[src/rtl/pc_unit_if.sv]
// Control and status bundle between decode/branch logic (master) and the
// program-counter unit (slave).
interface pc_unit_if #(
  parameter int W     = 32,
  parameter int OFF_W = 16,
  parameter int DEPTH = 4
);
  localparam int CNT_W = $clog2(DEPTH) + 1;

  logic             stall;
  logic             br_taken;
  logic [OFF_W-1:0] br_offset;
  logic             jmp;
  logic             call;
  logic [W-1:0]     jmp_target;
  logic             ret;
  logic             trap;
  logic             eret;

  logic [W-1:0]     pc;
  logic [W-1:0]     pc_plus;
  logic [W-1:0]     epc;
  logic [CNT_W-1:0] ras_count;
  logic             ras_empty;
  logic             ras_full;
  logic             ras_ovf;
  logic             ras_unf;

  modport master (
    output stall, br_taken, br_offset, jmp, call, jmp_target, ret, trap, eret,
    input  pc, pc_plus, epc, ras_count, ras_empty, ras_full, ras_ovf, ras_unf
  );

  modport slave (
    input  stall, br_taken, br_offset, jmp, call, jmp_target, ret, trap, eret,
    output pc, pc_plus, epc, ras_count, ras_empty, ras_full, ras_ovf, ras_unf
  );
endinterface

[src/rtl/pc_unit.sv]
// Fetch-stage program counter with return-address stack and exception PC.
// Next PC priority: trap, eret, stall, ret, jmp/call, branch, sequential.
module pc_unit #(
  parameter int           W         = 32,
  parameter int           STEP      = 4,
  parameter logic [W-1:0] RESET_VEC = 32'hFFFF_FFFC,
  parameter logic [W-1:0] TRAP_VEC  = 32'h0000_0080,
  parameter int           OFF_W     = 16,
  parameter int           DEPTH     = 4
) (
  input logic     clk,
  input logic     rst,
  pc_unit_if.slave bus
);
  localparam int PTR_W = $clog2(DEPTH);
  localparam int CNT_W = PTR_W + 1;

  logic [W-1:0]     pc_q;
  logic [W-1:0]     epc_q;
  logic [W-1:0]     pc_inc;
  logic [W-1:0]     br_sext;
  logic [PTR_W-1:0] ptr;
  logic [PTR_W-1:0] ptr_inc;
  logic [PTR_W-1:0] ptr_dec;
  logic [CNT_W-1:0] count;
  logic             empty;
  logic             full;
  logic             ovf;
  logic             unf;
  logic [W-1:0]     ras [DEPTH];

  assign pc_inc  = pc_q + W'(STEP);
  assign br_sext = {{(W-OFF_W){bus.br_offset[OFF_W-1]}}, bus.br_offset};
  assign ptr_inc = ptr + PTR_W'(1);
  assign ptr_dec = ptr - PTR_W'(1);
  assign empty   = (count == '0);
  assign full    = (count == CNT_W'(DEPTH));

  // Push while full lands on ptr+1, which is the oldest entry of the ring.
  always_ff @(posedge clk) begin
    if (rst) begin
      pc_q  <= RESET_VEC;
      epc_q <= '0;
      ptr   <= '0;
      count <= '0;
      ovf   <= 1'b0;
      unf   <= 1'b0;
    end else begin
      ovf <= 1'b0;
      unf <= 1'b0;
      if (bus.trap) begin
        pc_q  <= TRAP_VEC;
        epc_q <= pc_q;
      end else if (bus.eret) begin
        pc_q <= epc_q;
      end else if (bus.stall) begin
        pc_q <= pc_q;
      end else if (bus.ret) begin
        if (bus.call) begin
          pc_q <= bus.jmp_target;
          if (!empty) begin
            ras[ptr] <= pc_inc;
          end else begin
            ras[ptr_inc] <= pc_inc;
            ptr          <= ptr_inc;
            count        <= count + CNT_W'(1);
          end
        end else if (!empty) begin
          pc_q  <= ras[ptr];
          ptr   <= ptr_dec;
          count <= count - CNT_W'(1);
        end else begin
          pc_q <= pc_inc;
          unf  <= 1'b1;
        end
      end else if (bus.jmp || bus.call) begin
        pc_q <= bus.jmp_target;
        if (bus.call) begin
          ras[ptr_inc] <= pc_inc;
          ptr          <= ptr_inc;
          if (full) ovf <= 1'b1;
          else      count <= count + CNT_W'(1);
        end
      end else if (bus.br_taken) begin
        pc_q <= pc_q + br_sext;
      end else begin
        pc_q <= pc_inc;
      end
    end
  end

  assign bus.pc        = pc_q;
  assign bus.pc_plus   = pc_inc;
  assign bus.epc       = epc_q;
  assign bus.ras_count = count;
  assign bus.ras_empty = empty;
  assign bus.ras_full  = full;
  assign bus.ras_ovf   = ovf;
  assign bus.ras_unf   = unf;
endmodule

[src/flat_wrapper.sv]
// flat-port wrapper written by rule: the top's interface ports become plain ports
module pc_unit_flat 
#(
  parameter int           W         = 32,
  parameter int           STEP      = 4,
  parameter logic [W-1:0] RESET_VEC = 32'hFFFF_FFFC,
  parameter logic [W-1:0] TRAP_VEC  = 32'h0000_0080,
  parameter int           OFF_W     = 16,
  parameter int           DEPTH     = 4
)
  (clk, rst, bus_stall, bus_br_taken, bus_br_offset, bus_jmp, bus_call, bus_jmp_target, bus_ret, bus_trap, bus_eret, bus_pc, bus_pc_plus, bus_epc, bus_ras_count, bus_ras_empty, bus_ras_full, bus_ras_ovf, bus_ras_unf);
  pc_unit_if #(.W(W), .OFF_W(OFF_W), .DEPTH(DEPTH)) bus_i ();
  input logic clk;
  input logic rst;
  input wire logic [$bits(bus_i.stall)-1:0] bus_stall;
  input wire logic [$bits(bus_i.br_taken)-1:0] bus_br_taken;
  input wire logic [$bits(bus_i.br_offset)-1:0] bus_br_offset;
  input wire logic [$bits(bus_i.jmp)-1:0] bus_jmp;
  input wire logic [$bits(bus_i.call)-1:0] bus_call;
  input wire logic [$bits(bus_i.jmp_target)-1:0] bus_jmp_target;
  input wire logic [$bits(bus_i.ret)-1:0] bus_ret;
  input wire logic [$bits(bus_i.trap)-1:0] bus_trap;
  input wire logic [$bits(bus_i.eret)-1:0] bus_eret;
  output wire logic [$bits(bus_i.pc)-1:0] bus_pc;
  output wire logic [$bits(bus_i.pc_plus)-1:0] bus_pc_plus;
  output wire logic [$bits(bus_i.epc)-1:0] bus_epc;
  output wire logic [$bits(bus_i.ras_count)-1:0] bus_ras_count;
  output wire logic [$bits(bus_i.ras_empty)-1:0] bus_ras_empty;
  output wire logic [$bits(bus_i.ras_full)-1:0] bus_ras_full;
  output wire logic [$bits(bus_i.ras_ovf)-1:0] bus_ras_ovf;
  output wire logic [$bits(bus_i.ras_unf)-1:0] bus_ras_unf;
  assign bus_i.stall = bus_stall;
  assign bus_i.br_taken = bus_br_taken;
  assign bus_i.br_offset = bus_br_offset;
  assign bus_i.jmp = bus_jmp;
  assign bus_i.call = bus_call;
  assign bus_i.jmp_target = bus_jmp_target;
  assign bus_i.ret = bus_ret;
  assign bus_i.trap = bus_trap;
  assign bus_i.eret = bus_eret;
  assign bus_pc = bus_i.pc;
  assign bus_pc_plus = bus_i.pc_plus;
  assign bus_epc = bus_i.epc;
  assign bus_ras_count = bus_i.ras_count;
  assign bus_ras_empty = bus_i.ras_empty;
  assign bus_ras_full = bus_i.ras_full;
  assign bus_ras_ovf = bus_i.ras_ovf;
  assign bus_ras_unf = bus_i.ras_unf;
  pc_unit #(.W(W), .STEP(STEP), .RESET_VEC(RESET_VEC), .TRAP_VEC(TRAP_VEC), .OFF_W(OFF_W), .DEPTH(DEPTH)) u_core (.clk(clk), .rst(rst), .bus(bus_i));
endmodule
[config.mk]
export PLATFORM = sky130hd
export DESIGN_NAME = pc_unit_flat
export DESIGN_NICKNAME = d
export VERILOG_FILES = /design/src/rtl/pc_unit_if.sv /design/src/rtl/pc_unit.sv /design/src/flat_wrapper.sv
export SDC_FILE = /design/constraint.sdc
export NUM_CORES = 1
export LEC_CHECK = 0
export BUFFER_PORTS_ARGS = -buffer_cell sky130_fd_sc_hd__buf_2
export CAP_MARGIN = 20
export CORE_AREA = 4 4 153 155
export DETAILED_ROUTE_END_ITERATION = 16
export DIE_AREA = 0 0 157 159
export PLACE_DENSITY = 0.71
export SETUP_SLACK_MARGIN = 0.1
export SLEW_MARGIN = 20
export SYNTH_ARGS = -nofsm -noshare
export SYNTH_HDL_FRONTEND = slang
export SYNTH_SLANG_ARGS = --single-unit
[constraint.sdc]
create_clock -name clk -period 10.9 [get_ports clk]
set_input_delay 2.18 -clock clk [delete_from_list [all_inputs] [get_ports clk]]
set_output_delay 2.18 -clock clk [all_outputs]
set_load 0.03 [all_outputs]
# Word level (Yosys, flattened, before mapping)

Memories as Yosys holds them, arrays and structs flattened. A register that Yosys moved wholly into a read port is not among the register bits.
Index checks and enable logic that the tools add are counted.

Register bits after elaboration: 71
Memory bits (writable): 128
Memories kept: 1

Memories:

| name       | depth | width | read ports | clocked after Yosys merged registers in | wr ports | RTL line      | source |
|---|---|---|---|---|---|---|---|
| u_core.ras | 4     | 32    | 1          | 1                                       | 1        | pc_unit.sv:30 | `logic [W-1:0] ras [DEPTH];` |

Bitwise gates (word level): 7
Multiplexer cells: 52
Add/subtract/negate cells: 6
Reduce and logical (&&, ||, !) cells: 10
Equal/unequal tests: 6

Operator list:

| kind                    | count |
|---|---|
| $mux W32                | 10 |
| $add A32 B3 Y32 const B | 1 |
| $add A32 B32 Y32        | 1 |
| $reduce_or A32 Y1       | 1 |
| $mux W1                 | 26 |
| $mux W3                 | 7 |
| $mux W2                 | 9 |
| $reduce_and A8 Y1       | 1 |
| $reduce_and A7 Y1       | 1 |
| $reduce_or A7 Y1        | 1 |
| $not A1 Y1              | 6 |
| $reduce_or A6 Y1        | 1 |
| $ne A2 B2 Y1 const B    | 2 |
| $reduce_bool A2 Y1      | 2 |
| $add A3 B1 Y3 const B   | 1 |
| $eq A3 B3 Y1 const B    | 1 |
| $logic_not A3 Y1        | 1 |
| $ne A3 B1 Y1 const B    | 1 |
| $ne A3 B2 Y1 const B    | 1 |
| $sub A3 B1 Y3 const B   | 1 |
| $add A2 B1 Y2 const B   | 1 |
| $ne A2 B1 Y1 const B    | 1 |
| $reduce_or A2 Y1        | 1 |
| $sub A2 B1 Y2 const B   | 1 |
| 2 further kinds         | 2 |

# Longest topological paths before layout

Gate-level depths: netlist of run 1.

Depth after elaboration: 12
Gate-level depth with buffers: 11

# Worst setup path after synthesis of run 1

No wires, ideal clock.

Kind: input to register
Start: in bus_trap
End: mem u_core.ras[3][0], enable pin
Stages: 4
Data required time: 10.398 ns
Setup slack: 4.117 ns
Data arrival time: 6.281 ns
Cell sequence: or3_1 clkbuf_1 or3_1 nor4_1

Word-level cells in the longest chain between the ends: 6

Ends and longest elaborated chain:

| item                                                | RTL line                     | source |
|---|---|---|
| start: declaration                                  | flat_wrapper.sv:22           | `input wire logic [$bits(bus_i.trap)-1:0] bus_trap;` |
| $mux W1                                             | pc_unit.sv:51                | `if (bus.trap) begin` |
| $mux W1                                             | pc_unit.sv:41                | `if (rst) begin` |
| $mux W1 (on tied branches)                          | pc_unit.sv:64, pc_unit.sv:79 |  |
| $or A1 B1 Y1 (no source line)                       | -                            |  |
| $reduce_or A32 Y1 (no source line)                  | -                            |  |
| $mux W2 (no source line) or $mux W1 (tied branches) | -                            |  |
| end: declaration                                    | pc_unit.sv:30                |  |

Parallel ways exist; a longest one is shown, timed or not.

# Final worst setup path of run 1

Start: reg u_core.pc_q[2], in the netlist u_core.bus.pc[2]
End: out bus_pc_plus[18]

Word-level cells in the longest chain between the ends: 1

Ends and longest elaborated chain:

| item                     | RTL line           | source |
|---|---|---|
| start: declaration       | pc_unit.sv:18      | `logic [W-1:0] pc_q;` |
| start signal: assignment | pc_unit.sv:55      | `pc_q <= epc_q;` |
| start signal: assignment | pc_unit.sv:57      | `pc_q <= pc_q;` |
| start signal: assignment | pc_unit.sv:60      | `pc_q <= bus.jmp_target;` |
| $add A32 B3 Y32          | pc_unit.sv:32      | `assign pc_inc = pc_q + W'(STEP);` |
| end: declaration         | flat_wrapper.sv:25 | `output wire logic [$bits(bus_i.pc_plus)-1:0] bus_pc_plus;` |

Every way passes these cells.

==> reports/results.tsv, run 1 <==
metric	value	unit
ys_warn_count	0	
hp-class	flop to flop	
finalSetupTns	0	ns
min_period	5.54	ns
synth_nets	1128	
cts_buffers	23	
min_to	u_core.bus.epc[22]	
fillers	1876	
cp_max_fo	9	
vias_per_cell	6.20	
drt-total-wl	33400	um
postCtsSetupRepairBufs	0	
netlist_area	10900	um^2
coreArea	21800	um^2
hold_violations	0	
drive_above_1_share	22.5	%
synthCells	1035	
grt_use_total	26.2	%
num_vias	9107	
worst_clock_skew	0.0173	ns
die_w	157	um
r2r_setup_slack	7.46	ns
portBuffers	159	
htreeDepth	1	
drt-initial-drc-count	836	
grt_max_degree	73	
layout_common_cells	nor2_1 (170), buf_2 (158), edfxtp_1 (128)	
crit_chain	ha_1 > nand3_1 > nor3_2 > nand3_1 > xnor2_1 > buf_2	
avgRoutedWirePerCell	22.8	um
crit_buf_inv	1	
nets	1266	
cp-end-kind	primary output	
grt_use_met3	4.59	%
antenna_found_initial	1	
rsz0062_at_grt	false	
cts_tree	built	
cellPowerDensity	160	nW/um^2
synth-async-reset-ratio	0	%
io_pins	160	
register_area	5310	um^2
cts.sinks	201	
cp_top_family	simple AND/OR/NAND/NOR gates	
drv_slew	0	
reg2regPathDepth	11	
die_area	25000	um^2
setup_violations	0	
startpoint_type	flop	
worst_hold_slack	0.525	ns
grt_pass1_vias	8742	
clk_pin_slew_worst_paths	0.06	ns
synth_edf_count	128	
place_hpwl	22800	um
grt_pass1_wl	51400	um
post-route-period-util	50.8	%
syn_to_final_growth	16.2	%
whs_path_depth	2	
slew_headroom	34.8	%
postCtsHoldBufs	0	
synth_top_flop_cell	edfxtp_1	
max_freq	181	MHz
met1_usage	38.8	%
status	complete, no violations	
worstSetupPathType	flop to primary output	
synth.distinct_cells	70	
cts_buffer_depth	3	
initial_core_util	49.9	%
cp.required	8.72	ns
num_rows	54	
antenna_cells	0	
drv_cap	0	
tightest_slew	0.974	ns
grt-ovfl-total	0	
cp.arrival	3.36	ns
multi_input_area	5290	um^2
r2r_end	u_core.bus.pc[26]	
path_depth	6	
ant_nets	0	
busiest_layer	met2	
cts-resized-gates	0	
power_leakage	4.91	nW
path_common_cell	nand3_1	
synth_area_per_cell	10.5	um^2
clkLatencyLatePin	0.52	ns
die_height	159	um
synth-seq-cells	201	
cp_slowest_cell	nor3_2	
cpPeakStageDelay	0.64	ns
hp-start	u_core.bus.epc[22]	
ir_drop	0.131	mV
global_route.usage.met2	40.5	%
final_common_cell	nor2_1	
drc_errors	0	
place_congestion	0.942	
ys_seq_area_share	48.7	%
dr.pass1.iters	5	
cts_root_buf	clkbuf_16	
state kept, by name, indices dropped and copies added, names as in the netlist, named ones only:
| register | flops |
|---|---|
| u_core.bus.ras_unf | 1 |
| u_core.ptr | 2 |
| u_core.bus.pc | 30 |
| u_core.ras | 128 |
| u_core.bus.ras_count | 3 |
| u_core.bus.ras_ovf | 1 |
| u_core.bus.epc | 32 |
worst reg2reg max path: cells and delay by family, from the launching register on:
kind,cells,cell delay [ns]
compound gates,7,1.71
fa+ha+maj,2,0.71
flops,1,0.40
simple gates,1,0.34
xor+xnor,1,0.18
where the power goes:
part           internal [mW]  switching [mW]
clock                  0.442           0.307
sequential             0.838          0.0355
combinational          0.134           0.265
area by class of cell:
cell class,instances,share of cell area [%]
Sequential cell,201,41.9
Multi-Input combinational cell,754,41.8
Timing Repair Buffer,176,7.32
Clock buffer,29,4.80
Tap cell,280,2.77
Clock inverter,12,0.910
Inverter,17,0.504
cells by family (layout without fill, tap and decap cells):
kind of cell | after synthesis | after routing | share of synthesized area, %
simple gates | 349 | 349 | 14.3
compound gates | 243 | 243 | 15.1
flops | 201 | 201 | 48.7
buf+inv | 80 | 234 | 3.02
mux | 70 | 70 | 10.1
xor+xnor | 56 | 56 | 4.57
fa+ha+maj | 36 | 36 | 4.20
per-stage QoR:
stage | utilization, % | instances | area [um^2] | power [mW] | worst slack (ns)
2_1_floorplan | - | 1035 | 10900 | 1.16 | 4.12
3_3_place_gp | 54.7 | 1428 | 11900 | 1.28 | 5.74
3_5_place_dp | 54.7 | 1428 | 11900 | 1.28 | 5.58
4_1_cts | 58.0 | 1469 | 12700 | 2.02 | 5.44
5_1_grt | 58.0 | 1469 | 12700 | 2.10 | 5.23
6_report | 58.0 | 1469 | 12700 | 2.02 | 5.36
cells in the mapped netlist, drive strengths merged (4+ instances only):
library cell,number,area [um^2]
a211oi,29,223
a21o,17,128
a21oi,76,384
a221oi,4,41.3
a31oi,8,71.3
and2,6,37.5
and3,9,56.3
and4,4,35.0
buf,28,130
clkbuf,35,135
dfxtp,73,1460
edfxtp,128,3840
ha,35,438
inv,17,63.8
mux2i,38,380
mux4,32,721
nand2,73,277
nand2b,7,43.8
nand3,20,100
nand4,11,75.1
nor2,172,646
nor3,21,115
o211ai,4,40.0
o21ai,42,210
o21bai,4,37.5
o221a,4,45.0
o221ai,19,166
o31ai,9,67.6
or3,16,100
xnor2,35,314
xor2,21,184
per-layer routing:
metal	share of wire [%]	vias up
met5	0.021	-
met4	2.2	2
met3	11	59
met2	46	507
met1	41	4401
li1	-	4138
how the worst max path moves through the flow:
stage,slack [ns],startpoint,to
detailed placement,5.58,bus_stall,u_core.ras[0][0]
finish,5.36,u_core.bus.pc[2],bus_pc_plus[18]
floorplan,4.12,bus_trap,u_core.ras[3][0]
global placement,5.74,bus_br_offset[0],u_core.bus.pc[26]
global route,5.23,u_core.bus.pc[2],bus_pc_plus[18]
CTS,5.44,u_core.bus.pc[2],bus_pc_plus[31]
Note: power is estimated with default switching activity, not from simulation.
==> run 2: changes to the inputs <==
==> constraint.sdc (replaced) <==
create_clock -name clk -period 5.6 [get_ports clk]
set_input_delay 1.12 -clock clk [delete_from_list [all_inputs] [get_ports clk]]
set_output_delay 1.12 -clock clk [all_outputs]
set_load 0.03 [all_outputs]
==> run 2 against run 1 <==
Against the previous run:
- cell area shrank 0.36%
- highest routed layer is now met4
- count of clock-buffer cells in the layout grew 3
- die area is the same
- largest power group unchanged
- final cell count is the same
- global-route usage shrank 0.93 points
- clock skew shrank 0.0024 ns
- via count shrank 2.3%
- combinational power grew 93%
- sequential share of layout area grew 0.15 points
==> reports/results.tsv, run 2 (synthesis results as in run 1) <==
metric	value	unit	change
status	complete, no violations		
num_vias	8897		-2.3%
reg2regPathDepth	11		unchanged
multi_input_area	5280	um^2	about the same
drv_cap	0		unchanged
postCtsSetupRepairBufs	0		unchanged
max_freq	225	MHz	
drt-initial-drc-count	861		+3.0%
hp-class	flop to flop		
drv_slew	0		unchanged
cellPowerDensity	304	nW/um^2	+90%
worstSetupStartpoint	u_core.bus.pc[2]		
cp-end-kind	primary output		
place_hpwl	22400	um	-1.9%
cts_buffer_depth	3		unchanged
post-route-period-util	79.2	%	
place_area	11900	um^2	about the same
htreeDepth	1		unchanged
final_common_cell	nor2_1		
worstSetupPathType	flop to primary output		
clock_power_share	35.7	%	-1.4 points
cp_top_family	simple AND/OR/NAND/NOR gates		
regMostFlops	u_core.ras		
clk_pin_slew_worst_paths	0.06	ns	about the same
power_leakage	4.89	nW	-0.35%
p_seq_share	44.3	%	+1.1 points
hold_violations	0		unchanged
path_depth	7		+1
die_w	157	um	unchanged
stdcell_area	12600	um^2	-0.36%
setup_violations	0		unchanged
initial_core_util	49.9	%	unchanged
die_height	159	um	unchanged
io_pins	160		unchanged
place_congestion	0.940		-0.23%
endpoint	bus_pc_plus[31]		
cts.sinks	201		unchanged
hp-start	u_core.bus.epc[8]		
r2r_end	u_core.bus.pc[22]		
startpoint_type	flop		
cp.required	4.48	ns	-4.24 ns
cts_root_buf	clkbuf_16		
antenna_cells	0		unchanged
cts_buffers	23		unchanged
cp.arrival	3.32	ns	-0.04 ns
rsz0062_at_grt	false		
portBuffers	159		unchanged
p_int	2.67	mW	+89%
drc_errors	0		unchanged
fillers	1850		-1.4%
drt-total-wl	32400	um	-3.2%
cpPeakStageDelay	0.55	ns	-0.09 ns
largest_reg_flops	128		unchanged
power.share.combinational	20.1	%	+0.3 points
coreArea	21800	um^2	unchanged
cts-resized-gates	0		unchanged
worst_hold_slack	0.516	ns	-0.00891 ns
drive_above_1_share	22.4	%	-0.17 points
place_ws	1.44	ns	-4.13 ns
slew_headroom	34.3	%	-0.55 points
clkLatencyLatePin	0.51	ns	about the same
num_rows	54		unchanged
switching_share	30.3	%	+0.24 points
grt_use_total	25.3	%	-0.93 points
die_area	25000	um^2	unchanged
syn_to_final_growth	15.8	%	
cp_slowest_cell	dfxtp_1		
cts_tree	built		
dr.pass1.iters	5		unchanged
worst_clock_skew	0.0149	ns	-0.00244 ns
ant_nets	0		unchanged
grt-ovfl-total	0		unchanged
vias_per_cell	6.06		-2.3%
cp_max_fo	9		unchanged
tightest_slew	0.982	ns	+0.00818 ns
postCtsHoldBufs	0		unchanged
crit_buf_inv	1		unchanged
register_area	5310	um^2	unchanged
nets	1267		+0.079%
setup_ws	1.16	ns	-4.20 ns
avgRoutedWirePerCell	22.0	um	-3.2%
grt_pass1_wl	49500	um	-3.7%
grt_max_degree	72		-1.4%
ir_drop	0.191	mV	+45%
crit_chain	nand4_1 > nor3_2 > and2_1 > nand2_2 > or3_1 > xnor2_2 > buf_2		
antenna_found_initial	1		unchanged
grt_pass1_vias	8465		-3.2%
net-switching-power	1.16	mW	+91%
min_period	4.44	ns	
r2r_setup_slack	2.22	ns	-5.24 ns
layout_common_cells	nor2_1 (170), buf_2 (158), edfxtp_1 (128)		
-- run 2: changes by cell type in the layout (fill, tap and decap cells not counted) --
cell        previous run  this run
clkinv_4               1         2
buf_4                 18        19
clkbuf_1               5         7
nor2_4                 1         0
clkinvlp_4             2         1
clkinv_2               4         2
clkbuf_8               1         2
bufinv_16              2         0
nor2_2                 1         2
-- run 2: how the worst min path moves through the flow --
| stage | endpoint | cells past startpoint |
|---|---|---|
| 6_report | u_core.bus.epc[8] | 2 |
| 3_5_place_dp | u_core.bus.epc[6] | 2 |
| 3_3_place_gp | u_core.bus.pc[7] | 2 |
| 5_1_grt | u_core.bus.epc[8] | 2 |
| 2_1_floorplan | flop | 2 |
| 4_1_cts | u_core.bus.epc[8] | 2 |
-- run 2: per-stage QoR --
stage / total power, mW / utilization (%) / setup TNS, ns / std cells
6_report: 3.84 / 57.8 / 0 / 1469
5_1_grt: 4.00 / 57.8 / 0 / 1469
4_1_cts: 3.85 / 57.8 / 0 / 1469
3_5_place_dp: 2.49 / 54.7 / 0 / 1429
3_3_place_gp: 2.48 / 54.7 / 0 / 1429
2_1_floorplan: 2.26 / - / -7.87 / 1035
-- run 2: metal layers --
layer  part of all wire, %  track usage (%)
met1                    42             36.6
met2                    46             39.4
met3                   9.3             4.87
met4                   2.3             6.43
met5                     0                0
-- run 2: worst register-to-register path: cells and delay by family (launching register included) --
family	cells	cell delay, ns
flip-flops	1	0.39
AND/OR/NAND/NOR	1	0.30
adder cells (fa/ha/maj)	2	0.71
AO/OA/AOI/OAI	8	1.92
-- run 2: layout make-up --
cell class                 count  share of cell area, %
timing repair buffer         177                   7.40
multi-input combinational    754                   41.9
clock inverter                 8                  0.367
clock buffer                  32                   4.99
sequential                   201                   42.1
inverter                      17                  0.506
tap                          280                   2.78
-- run 2: power groups by stage --
| stage | Clock [mW] | Sequential, mW | Combinational (mW) |
|---|---|---|---|
| floorplan | 0 | 1.78 | 0.478 |
| global placement | 0 | 1.73 | 0.753 |
| detailed placement | 0 | 1.73 | 0.760 |
| CTS | 1.39 | 1.70 | 0.765 |
| global route | 1.46 | 1.70 | 0.837 |
| finish | 1.37 | 1.70 | 0.771 |
==> run 3: changes to the inputs <==
==> constraint.sdc (replaced) <==
create_clock -name clk -period 4.4 [get_ports clk]
set_input_delay 0.88 -clock clk [delete_from_list [all_inputs] [get_ports clk]]
set_output_delay 0.88 -clock clk [all_outputs]
set_load 0.03 [all_outputs]
==> run 3 against run 2 <==
Against the previous run:
- sequential power grew 27%
- global-route usage grew 1.3 points
- critical path depth did not move
- flip-flop and latch count unchanged
- die area unchanged
- core utilization is 0.91 points higher
- sequential share of layout area shrank 0.63 points
- first-iteration DRC count fell by 9.8%
- critical endpoint is now bus_pc_plus[28]
- count of clock-buffer cells in the layout is 1 higher
- clock power grew 46%
- routed wire length up 4.6%
- worst setup slack got worse by 0.93 ns
==> reports/results.tsv, run 3 (synthesis results as in run 1) <==
metric	value	unit	change
postCtsHoldBufs	0		unchanged
largest_reg_flops	128		unchanged
worstSetupPathType	flop to primary output		
regMostFlops	u_core.ras		
ir_drop	0.266	mV	+39%
antenna_cells	0		unchanged
min_period	4.16	ns	
cts-resized-gates	0		unchanged
drv_slew	0		unchanged
cp_slowest_cell	nor3_2		
ant_nets	0		unchanged
die_w	157	um	unchanged
cp-end-kind	primary output		
cp.arrival	3.28	ns	-0.04 ns
nets	1276		+0.71%
initial_core_util	49.9	%	unchanged
coreArea	21800	um^2	unchanged
rsz0062_at_grt	false		
antenna_found_initial	1		unchanged
path_common_cell	nand3_1		
grt_pass1_wl	51800	um	+4.7%
max_freq	240	MHz	
cp_max_fo	9		unchanged
worstSetupStartpoint	u_core.bus.pc[2]		
postCtsSetupRepairBufs	0		unchanged
cpPeakStageDelay	0.60	ns	+0.05 ns
status	complete, no violations		
tightest_slew	0.931	ns	-0.0504 ns
grt_use_total	26.6	%	+1.3 points
clk_pin_slew_worst_paths	0.06	ns	about the same
hp-class	flop to flop		
cts_buffer_depth	3		unchanged
setup_violations	0		unchanged
drive_above_1_share	23.4	%	+1.1 points
dr.pass1.iters	5		unchanged
cellPowerDensity	402	nW/um^2	+32%
hp-start	u_core.bus.epc[7]		
avgRoutedWirePerCell	22.9	um	+3.9%
drt-total-wl	33800	um	+4.6%
num_vias	9190		+3.3%
place_congestion	0.948		+0.88%
final_common_cell	nor2_1		
startpoint_type	flop		
portBuffers	159		unchanged
drc_errors	0		unchanged
postLayoutCoreUtil	58.7	%	+0.91 points
clkLatencyLatePin	0.52	ns	about the same
power_leakage	5.00	nW	+2.1%
stdcell_area	12800	um^2	+1.6%
grt_max_degree	72		unchanged
place_hpwl	23300	um	+4.1%
syn_to_final_growth	17.6	%	
cp.required	3.52	ns	-0.96 ns
grt-ovfl-total	0		unchanged
cts_buffers	22		-4.3%
io_pins	160		unchanged
r2r_setup_slack	1.01	ns	-1.21 ns
htreeDepth	1		unchanged
crit_buf_inv	1		unchanged
num_rows	54		unchanged
grt_pass1_vias	8713		+2.9%
layout_common_cells	nor2_1 (170), buf_2 (158), edfxtp_1 (128)		
cts.sinks	201		unchanged
slew_headroom	37.8	%	+3.5 points
cts_root_buf	clkbuf_16		
post-route-period-util	94.6	%	
drv_cap	0		unchanged
die_height	159	um	unchanged
drt-initial-drc-count	777		-9.8%
place_area	12000	um^2	+0.73%
vias_per_cell	6.21		+2.6%
hold_violations	0		unchanged
die_area	25000	um^2	unchanged
crit_chain	ha_1 > nand3_1 > nor3_2 > nand3_1 > nor2_1 > xor2_1 > buf_2		
worst_clock_skew	0.0125	ns	-0.00239 ns
cp_top_family	simple AND/OR/NAND/NOR gates		
cts_tree	built		
## run 3: cell count changes in the layout (fill, tap and decap cells not counted)
cell,change
dfxtp_2,-1
clkinv_1,-3
clkbuf_8,+3
bufinv_16,+3
clkinv_2,-1
dfxtp_4,+1
inv_6,+1
clkinv_4,-1
buf_4,+9
buf_12,+1
clkbuf_1,-2
## run 3: path summary, 6_finish.rpt
path                             to  cells after the start
hold reg to reg    u_core.bus.pc[7]                      2
setup / recovery    bus_pc_plus[28]                      7
hold / removal     u_core.bus.pc[7]                      2
setup reg to reg  u_core.bus.pc[26]                     11
## run 3: routing by layer
metal / vias up / wire length [um] / global-route usage, %
met5: - / 13 / 0
met4: 2 / 793 / 6.43
met3: 64 / 3560 / 5.22
met2: 507 / 15500 / 41.7
met1: 4457 / 14000 / 38.3
li1: 4160 / - / -
## run 3: power breakdown
group	internal, mW	switching (mW)	total [mW]
Clock	1.22	0.777	2.00
Combinational	0.338	0.656	0.993
Sequential	2.07	0.0887	2.16
Total	3.63	1.52	5.15
## run 3: metrics by stage
| step | std cells | setup WS (ns) | hold WS [ns] | total power, mW | setup TNS [ns] |
|---|---|---|---|---|---|
| after CTS | 1479 | 0.259 | 0.518 | 5.16 | 0 |
| after global routing | 1479 | 0.103 | 0.558 | 5.34 | 0 |
| after global placement | 1439 | 0.629 | 0.492 | 3.17 | 0 |
| after floorplan | 1035 | -1.08 | 0.560 | 2.87 | -69.31 |
| final | 1479 | 0.235 | 0.513 | 5.15 | 0 |
| after detailed placement | 1439 | 0.560 | 0.497 | 3.18 | 0 |
## run 3: worst reg2reg max path: stages (launching register included)
cell	delay, ns
dfxtp_1	0.40
ha_1	0.30
fa_1	0.42
a21o_1	0.22
a221oi_2	0.41
o21bai_2	0.21
a31oi_4	0.31
o211ai_2	0.15
a31oi_2	0.26
xor2_1	0.18
a211oi_1	0.09
or3_1	0.31
## run 3: area by class of cell
type	instances	area (um^2)
inverter	17	63.8
tap	280	350
clock inverter	7	120
multi-input combinational	754	5280
sequential	201	5310
fill	1839	9010
clock buffer	33	663
timing repair buffer	187	1020
